File: src/rtl/id_ex_stage.sv
// ID/EX pipeline register: captures decoded fields, forwards EX/MEM and MEM/WB
// results onto the ALU operands, and flags load-use hazards back to ID.
package id_ex_pkg;
  typedef enum logic [3:0] {
    ALU_ADD  = 4'd0,
    ALU_SUB  = 4'd1,
    ALU_SLL  = 4'd2,
    ALU_SLT  = 4'd3,
    ALU_SLTU = 4'd4,
    ALU_XOR  = 4'd5,
    ALU_SRL  = 4'd6,
    ALU_SRA  = 4'd7,
    ALU_OR   = 4'd8,
    ALU_AND  = 4'd9
  } AluOp;
endpackage

module id_ex_stage
  import id_ex_pkg::*;
#(
  parameter int unsigned XLEN = 32,
  parameter int unsigned RW   = 5
) (
  input  logic            clk,
  input  logic            rst_n,
  input  logic            flush,
  input  logic            hold,
  input  logic            id_valid,
  input  logic [XLEN-1:0] id_pc,
  input  logic [XLEN-1:0] id_rs1_data,
  input  logic [XLEN-1:0] id_rs2_data,
  input  logic [XLEN-1:0] id_imm,
  input  logic [RW-1:0]   id_rs1,
  input  logic [RW-1:0]   id_rs2,
  input  logic [RW-1:0]   id_rd,
  input  AluOp            id_alu_op,
  input  logic            id_a_pc,
  input  logic            id_b_imm,
  input  logic            id_reg_write,
  input  logic            id_mem_read,
  input  logic            id_mem_write,
  input  logic            id_branch,
  input  logic [2:0]      id_funct3,
  input  logic            mem_fwd_we,
  input  logic [RW-1:0]   mem_fwd_rd,
  input  logic [XLEN-1:0] mem_fwd_data,
  input  logic            wb_fwd_we,
  input  logic [RW-1:0]   wb_fwd_rd,
  input  logic [XLEN-1:0] wb_fwd_data,
  output logic            load_use_stall,
  output logic            ex_valid,
  output logic [XLEN-1:0] ex_pc,
  output logic [RW-1:0]   ex_rd,
  output logic [2:0]      ex_funct3,
  output logic            ex_reg_write,
  output logic            ex_mem_read,
  output logic            ex_mem_write,
  output logic            ex_branch,
  output logic [XLEN-1:0] alu_x,
  output logic [XLEN-1:0] alu_y,
  output AluOp            alu_op,
  output logic [XLEN-1:0] ex_store_data
);

  logic            r_valid;
  logic [XLEN-1:0] r_pc;
  logic [RW-1:0]   r_rs1;
  logic [RW-1:0]   r_rs2;
  logic [RW-1:0]   r_rd;
  logic [XLEN-1:0] r_raw1;
  logic [XLEN-1:0] r_raw2;
  logic [XLEN-1:0] r_imm;
  AluOp            r_op;
  logic            r_a_pc;
  logic            r_b_imm;
  logic            r_reg_write;
  logic            r_mem_read;
  logic            r_mem_write;
  logic            r_branch;
  logic [2:0]      r_funct3;

  logic            w_cap_hit1;
  logic            w_cap_hit2;
  logic [XLEN-1:0] w_cap1;
  logic [XLEN-1:0] w_cap2;
  logic            w_mem_hit1;
  logic            w_mem_hit2;
  logic            w_wb_hit1;
  logic            w_wb_hit2;
  logic [XLEN-1:0] w_fwd1;
  logic [XLEN-1:0] w_fwd2;
  logic            w_load_use;

  // Register-file write in the same cycle as the ID read is not yet visible there.
  assign w_cap_hit1 = wb_fwd_we && (wb_fwd_rd == id_rs1) && (id_rs1 != '0);
  assign w_cap_hit2 = wb_fwd_we && (wb_fwd_rd == id_rs2) && (id_rs2 != '0);
  assign w_cap1     = w_cap_hit1 ? wb_fwd_data : id_rs1_data;
  assign w_cap2     = w_cap_hit2 ? wb_fwd_data : id_rs2_data;

  assign w_mem_hit1 = mem_fwd_we && (mem_fwd_rd == r_rs1) && (r_rs1 != '0);
  assign w_mem_hit2 = mem_fwd_we && (mem_fwd_rd == r_rs2) && (r_rs2 != '0);
  assign w_wb_hit1  = wb_fwd_we && (wb_fwd_rd == r_rs1) && (r_rs1 != '0);
  assign w_wb_hit2  = wb_fwd_we && (wb_fwd_rd == r_rs2) && (r_rs2 != '0);

  assign w_fwd1 = w_mem_hit1 ? mem_fwd_data : (w_wb_hit1 ? wb_fwd_data : r_raw1);
  assign w_fwd2 = w_mem_hit2 ? mem_fwd_data : (w_wb_hit2 ? wb_fwd_data : r_raw2);

  assign w_load_use = r_valid && r_mem_read && (r_rd != '0) && id_valid &&
                      ((r_rd == id_rs1) || (r_rd == id_rs2)) && !flush && !hold;

  always_ff @(posedge clk or negedge rst_n) begin
    if (!rst_n) begin
      r_valid     <= 1'b0;
      r_pc        <= '0;
      r_rs1       <= '0;
      r_rs2       <= '0;
      r_rd        <= '0;
      r_raw1      <= '0;
      r_raw2      <= '0;
      r_imm       <= '0;
      r_op        <= ALU_ADD;
      r_a_pc      <= 1'b0;
      r_b_imm     <= 1'b0;
      r_reg_write <= 1'b0;
      r_mem_read  <= 1'b0;
      r_mem_write <= 1'b0;
      r_branch    <= 1'b0;
      r_funct3    <= '0;
    end else if (flush || w_load_use) begin
      // w_load_use is already masked by hold, so hold still beats the stall bubble.
      r_valid     <= 1'b0;
      r_pc        <= '0;
      r_rs1       <= '0;
      r_rs2       <= '0;
      r_rd        <= '0;
      r_raw1      <= '0;
      r_raw2      <= '0;
      r_imm       <= '0;
      r_op        <= ALU_ADD;
      r_a_pc      <= 1'b0;
      r_b_imm     <= 1'b0;
      r_reg_write <= 1'b0;
      r_mem_read  <= 1'b0;
      r_mem_write <= 1'b0;
      r_branch    <= 1'b0;
      r_funct3    <= '0;
    end else if (hold) begin
      // A writer retiring from WB during the hold would otherwise vanish.
      if (w_wb_hit1) r_raw1 <= wb_fwd_data;
      if (w_wb_hit2) r_raw2 <= wb_fwd_data;
    end else begin
      r_valid     <= id_valid;
      r_pc        <= id_pc;
      r_rs1       <= id_rs1;
      r_rs2       <= id_rs2;
      r_rd        <= id_rd;
      r_raw1      <= w_cap1;
      r_raw2      <= w_cap2;
      r_imm       <= id_imm;
      r_op        <= id_alu_op;
      r_a_pc      <= id_a_pc;
      r_b_imm     <= id_b_imm;
      r_reg_write <= id_valid && id_reg_write;
      r_mem_read  <= id_valid && id_mem_read;
      r_mem_write <= id_valid && id_mem_write;
      r_branch    <= id_valid && id_branch;
      r_funct3    <= id_funct3;
    end
  end

  assign load_use_stall = w_load_use;
  assign ex_valid       = r_valid;
  assign ex_pc          = r_pc;
  assign ex_rd          = r_rd;
  assign ex_funct3      = r_funct3;
  assign ex_reg_write   = r_reg_write;
  assign ex_mem_read    = r_mem_read;
  assign ex_mem_write   = r_mem_write;
  assign ex_branch      = r_branch;
  assign alu_x          = r_a_pc ? r_pc : w_fwd1;
  assign alu_y          = r_b_imm ? r_imm : w_fwd2;
  assign alu_op         = r_op;
  assign ex_store_data  = w_fwd2;

endmodule

File: config.mk
export PLATFORM = sky130hd
export DESIGN_NAME = id_ex_stage
export DESIGN_NICKNAME = d
export VERILOG_FILES = /design/src/rtl/id_ex_stage.sv
export SDC_FILE = /design/constraint.sdc
export NUM_CORES = 1
export LEC_CHECK = 0
export ABC_AREA = 0
export CAP_MARGIN = 20
export CORE_ASPECT_RATIO = 1.1
export CORE_MARGIN = 5
export CORE_UTILIZATION = 41
export CTS_CLUSTER_DIAMETER = 60
export DETAILED_ROUTE_END_ITERATION = 8
export PLACE_DENSITY = 0.78
export SYNTH_ARGS = -nofsm -noshare
export SYNTH_HDL_FRONTEND = slang
export SYNTH_SLANG_ARGS = --single-unit
export TNS_END_PERCENT = 30
File: constraint.sdc
create_clock -name clk -period 2.46 [get_ports clk]
set_clock_uncertainty 0.2 [all_clocks]
set_input_delay 0.492 -clock clk [delete_from_list [all_inputs] [get_ports clk]]
set_output_delay 0.492 -clock clk [all_outputs]
set_load 0.05 [all_outputs]
# Word level (Yosys, flattened, before mapping)
# Cells that the tools add are included.
# totals
output_inout_bits,146
inputBits,237
word_cells,96
regBits,157
# classes
eq_ne,9
n_reduce_logical,31
n_mux,40
# op_table
cell,n
$mux W32,16
$eq A5 B5 Y1,8
$mux W5,6
$reduce_bool A5 Y1,5
$logic_and A1 B1 Y1,22
$mux W1,14
$mux W4,2
$mux W3,2
$logic_not A1 Y1,2
$logic_or A1 B1 Y1,2
$ne A2 B1 Y1 const B,1

# Longest topological paths before layout
# Gate-level depths: netlist (run 1).
# depth
depth_word,8
ltp_mapped,8
depth_no_buf,5

# Least setup slack after synthesis (run 1)
# OpenSTA, ideal clock, no wires.
# synth_path
path_kind,input to output
from,input port wb_fwd_rd[3]
to,output port alu_y[2]
n_path_buf,3
required_time_ns,1.768
setup_slack_ns,-1.166
cell_stages,8
t_arrival_ns,2.934
path_cell_list,clkbuf_1 > xnor2_1 > and4_1 > clkbuf_1 > clkbuf_1 > nand3_1 > a31oi_1 > mux2_2
# synth_between
elab_chain_len,6
# synth_lines
item,line_no,text
start: declaration,48,"input logic [RW-1:0] wb_fwd_rd,"
$eq A5 B5 Y1,103,assign w_wb_hit2 = wb_fwd_we && (wb_fwd_rd == r_rs2) && (r_rs2 != '0);
$logic_and A1 B1 Y1 (2 in series),103,
$mux W32,n/a,
$mux W32,106,assign w_fwd2 = w_mem_hit2 ? mem_fwd_data : (w_wb_hit2 ? wb_fwd_data : r_raw2);
net ex_store_data[2],62,output logic [XLEN-1:0] ex_store_data
$mux W32,181,assign alu_y = r_b_imm ? r_imm : w_fwd2;
end: declaration,60,"output logic [XLEN-1:0] alu_y,"
# The timed path passes the listed nets, and every way through them passes these cells.

# Worst setup path after layout (run 1)
# layout_path
from,register r_rs1[4]
to,output port alu_x[25]
# layout_between
elab_chain_len,6
word_cells_on_any_way,10
classes_between,eq/ne: 2; mux: 3; reduce/logical: 5
# layout_lines
item,line_no,text
start: declaration,67,logic [RW-1:0] r_rs1;
start signal: assignment,154,r_rs1 <= id_rs1;
$eq A5 B5 Y1,102,assign w_wb_hit1 = wb_fwd_we && (wb_fwd_rd == r_rs1) && (r_rs1 != '0);
$logic_and A1 B1 Y1 (2 in series),102,
$mux W32,n/a,
$mux W32 (*),105,assign w_fwd1 = w_mem_hit1 ? mem_fwd_data : (w_wb_hit1 ? wb_fwd_data : r_raw1);
$mux W32 (*),180,assign alu_x = r_a_pc ? r_pc : w_fwd1;
end: declaration,59,"output logic [XLEN-1:0] alu_x,"
# Mark *: on every way between the ends. The rest lies on a longest branch, timed or not.

==> metrics.md, run 1 <==
| Metric | Value |
|---|---|
| Status | complete, but fails checks |
| Failing checks | negative setup slack |
| Crit Path Max Fanout | 7 |
| Most frequent cell after synthesis | dfrtp_1 |
| Final #Nets | 1912 |
| Pre-antenna DRT Iters | 5 |
| Hold violation count in the final report | 0 |
| Layout cells sized above 1 | 0.352 |
| Final period util | 1.39 |
| Rel. slew slack | 0.581 |
| Wire length per cell | 25.6 um |
| Initial drt markers | 1280 |
| Die area | 27900 um2 |
| Post-synth top area cell | dfrtp_1 |
| Netlist cell types | 41 |
| Clock sink total | 157 |
| FILL cells | 1347 |
| Via Count | 12500 |
| Worst EP required | 1.77 ns |
| Synth Cell Area | 10100 um2 |
| Async SR Flop Fraction | 1.00 |
| Period minus WS final | 3.41 ns |
| H-tree levels | 4 |
| Syn-to-layout area delta | 95.1% |
| Clk pin slew, worst setup/hold paths | 0.07 ns |
| Setup TNS | -83.47 ns |
| Top cell type's share of synthesized area | 0.388 |
| Leak | 8.26 nW |
| Setup ws final | -0.952 ns |
| Post-synth EDFFs | 0 |
| Die width | 160 um |
| Vias per cell | 6.25 |
| Register area | 3930 um2 |
| Crit path kind | reg -> out |
| Final slew viol count | 0 |
| GRT Overall Usage | 0.329 |
| Hpwl dp | 33.2 mm |
| DIE HEIGHT | 175 um |
| Multi-input gate area | 7380 um2 |
| List of most frequent post-synthesis cells | dfrtp_1 (157), nor2_1 (130), mux2i_1 (120), nand2_1 (104), clkbuf_1 (86) |
| Final ANT Viol Nets | 0 |
| Final wirelength | 51.3 mm |
| Rows | 60 |
| Hold_ws | 0.329 ns |
| Synthesis-stage register bit count | 157 |
| Worst path most repeated cell | buf_6 |
| Crit. End Element | output pin |
| Worst-skew pair later-pin latency | 0.43 ns |
| First-pass GRT wire length | 73.4 mm |
| DP Cell Count | 1942 |
| Core Region | 24400 um2 |
| I/O pin count | 383 |
| CP arrival | 2.72 ns |
| Maximum vdd drop | 0.389 mV |
| Port bufs | 382 |
| Max_cap viols | 0 |
| Ranking of synthesized cells by area | dfrtp_1 (39%), mux2i_1 (12%), nor2_1 (4.8%) |
| Pwr Density | 483 nW/um2 |
| Crit start category | register |
| RSZ-0062 raised after global routing | true |
| Setup violators final | 100 |
| Starting Density | 0.415 |
| Worst slew pin tran | 0.628 ns |
| Fmax | 0.293 GHz |
| Clk root buf | clkbuf_16 |
| Utilization after layout | 0.809 |
| CTS tree | done |
| Post-synthesis instance total | 1124 |
| Worst path cell trace | or4_4 > nor2_4 > buf_6 > nor2b_4 > buf_12 > clkbuf_16 > a221oi_1 > o31ai_4 > buf_6 |
| Post-Syn Area per Cell | 9.00 um2 |
| Synth warnings | 0 |
| Leading register cell type out of synthesis | dfrtp_1 |
| Final Non-Filler Cells | 2002 |
| Global route overflow | 0 |
| Initial antenna violation count | 6 |
| CTS Buf Count | 17 |
| Largest net degree at the start of global routing | 100 |
| DRC | 0 |
| CTS max path bufs | 2 |
| CP max stage delay | 0.58 ns |
| Post-synth net total | 1361 |
| Final GP Congestion | 0.875 |
| Slowest cell on crit path | or4_4 |
| Vias in the first global route | 13200 |
| Hold WC Path Type | reg -> reg |
| Sequential area share after synthesis | 0.388 |
sequential cells by signal, indices dropped and copies added, names as in the netlist, 3 cells and up:
register,flops
ex_pc,32
alu_op,4
r_rs1,5
r_rs2,5
r_raw1,32
r_imm,32
ex_funct3,3
r_raw2,32
ex_rd,5
through the flow:
step	worst slack (ns)	cell area, um2	total power [mW]
floorplan	-0.489	11200	4.60
global placement	-1.05	17700	6.32
detailed placement	-1.09	17700	6.39
CTS	-0.906	18900	9.30
global route	-1.07	19700	9.80
finish	-0.952	19700	9.53
layout by cell type (no fill, tap or decap), types with 5 or more instances in the layout:
master and count:
a211oi_1 47, a211oi_2 17, a221oi_2 20, a221oi_4 8
a311oi_1 31, a31oi_4 32, and3_1 64, buf_12 102
buf_4 171, buf_6 81, clkbuf_16 26, clkdlybuf4s50_1 271
dfrtp_1 155, diode_2 5, dlygate4sd2_1 7, mux2_4 32
mux2i_1 120, nand2_1 102, nand3_1 35, nor2_1 126
nor3_1 23, nor3_2 10, nor4b_1 32, o21ai_0 13
o21ai_1 15, o31ai_4 30, xnor2_1 25, xnor2_2 7
power by group:
part	internal, mW	total [mW]	switching, mW
Sequential	2.74	2.86	0.123
Clock	1.65	2.81	1.16
Combinational	1.85	3.86	2.00
repair_timing:
action / 4_1_cts / 5_1_grt
pin swaps: 10 / 46
setup endpoints to repair: 118 / 121
buffers inserted: 10 / 19
endpoints found under the hold margin: 47 / 0
hold buffers: 1 / 0
gates cloned: 2 / 10
resized for setup: 101 / 119
worst paths after layout:
| check | start | end | slack [ns] | cells after the start |
|---|---|---|---|---|
| hold reg to reg | alu_op[3] | alu_op[3] | 0.33 | 2 |
| max in group asynchronous | rst_n | ex_pc[4] | 0.99 | 3 |
| setup reg to reg | r_rs2[4] | r_raw2[25] | 0 | 8 |
| min in group asynchronous | rst_n | ex_rd[4] | 0.41 | 2 |
| hold / removal | alu_op[3] | alu_op[3] | 0.33 | 2 |
| setup / recovery | r_rs1[4] | alu_x[25] | -0.95 | 9 |
kinds of logic after synthesis:
kind of cell / Yosys count / share of synthesized area
AND/OR/NAND/NOR: 416 / 0.200
XOR/XNOR: 38 / 0.0329
buffers and inverters: 122 / 0.0496
multiplexers: 152 / 0.154
AO/OA/AOI/OAI: 239 / 0.175
flip-flops: 157 / 0.388
area by class of cell:
cell class	count	area share
sequential	157	0.199
tap	310	0.0197
clock inverter	9	0.00685
timing repair buffer	653	0.376
inverter	1	0.000190
clock buffer	22	0.0235
multi-input combinational	845	0.374
antenna	5	0.000634
layer usage:
layer / share of wire / track usage / up-vias
met5: 0.00029 / 0 / -
li1: - / - / 5304
met3: 0.086 / 0.0788 / 241
met1: 0.35 / 0.366 / 6070
met2: 0.50 / 0.574 / 904
met4: 0.064 / 0.192 / 2
critical path: cells and delay by family (launching register included):
kind	cells	cell delay, ns
compound gates	2	0.56
buf+inv	4	0.59
simple gates	3	0.72
flops	1	0.40
Power figures use the tool's default switching activity.
==> run 2: changes to the inputs <==
--- a/config.mk
+++ b/config.mk
@@ -6,7 +6,7 @@
 export NUM_CORES = 1
 export LEC_CHECK = 0
 export ABC_AREA = 0
-export CAP_MARGIN = 20
+export CAP_MARGIN = 10
 export CORE_ASPECT_RATIO = 1.1
 export CORE_MARGIN = 5
 export CORE_UTILIZATION = 41
==> results of run 2 <==
No change in the layout: final DEF, timing and power equal those of run 1.
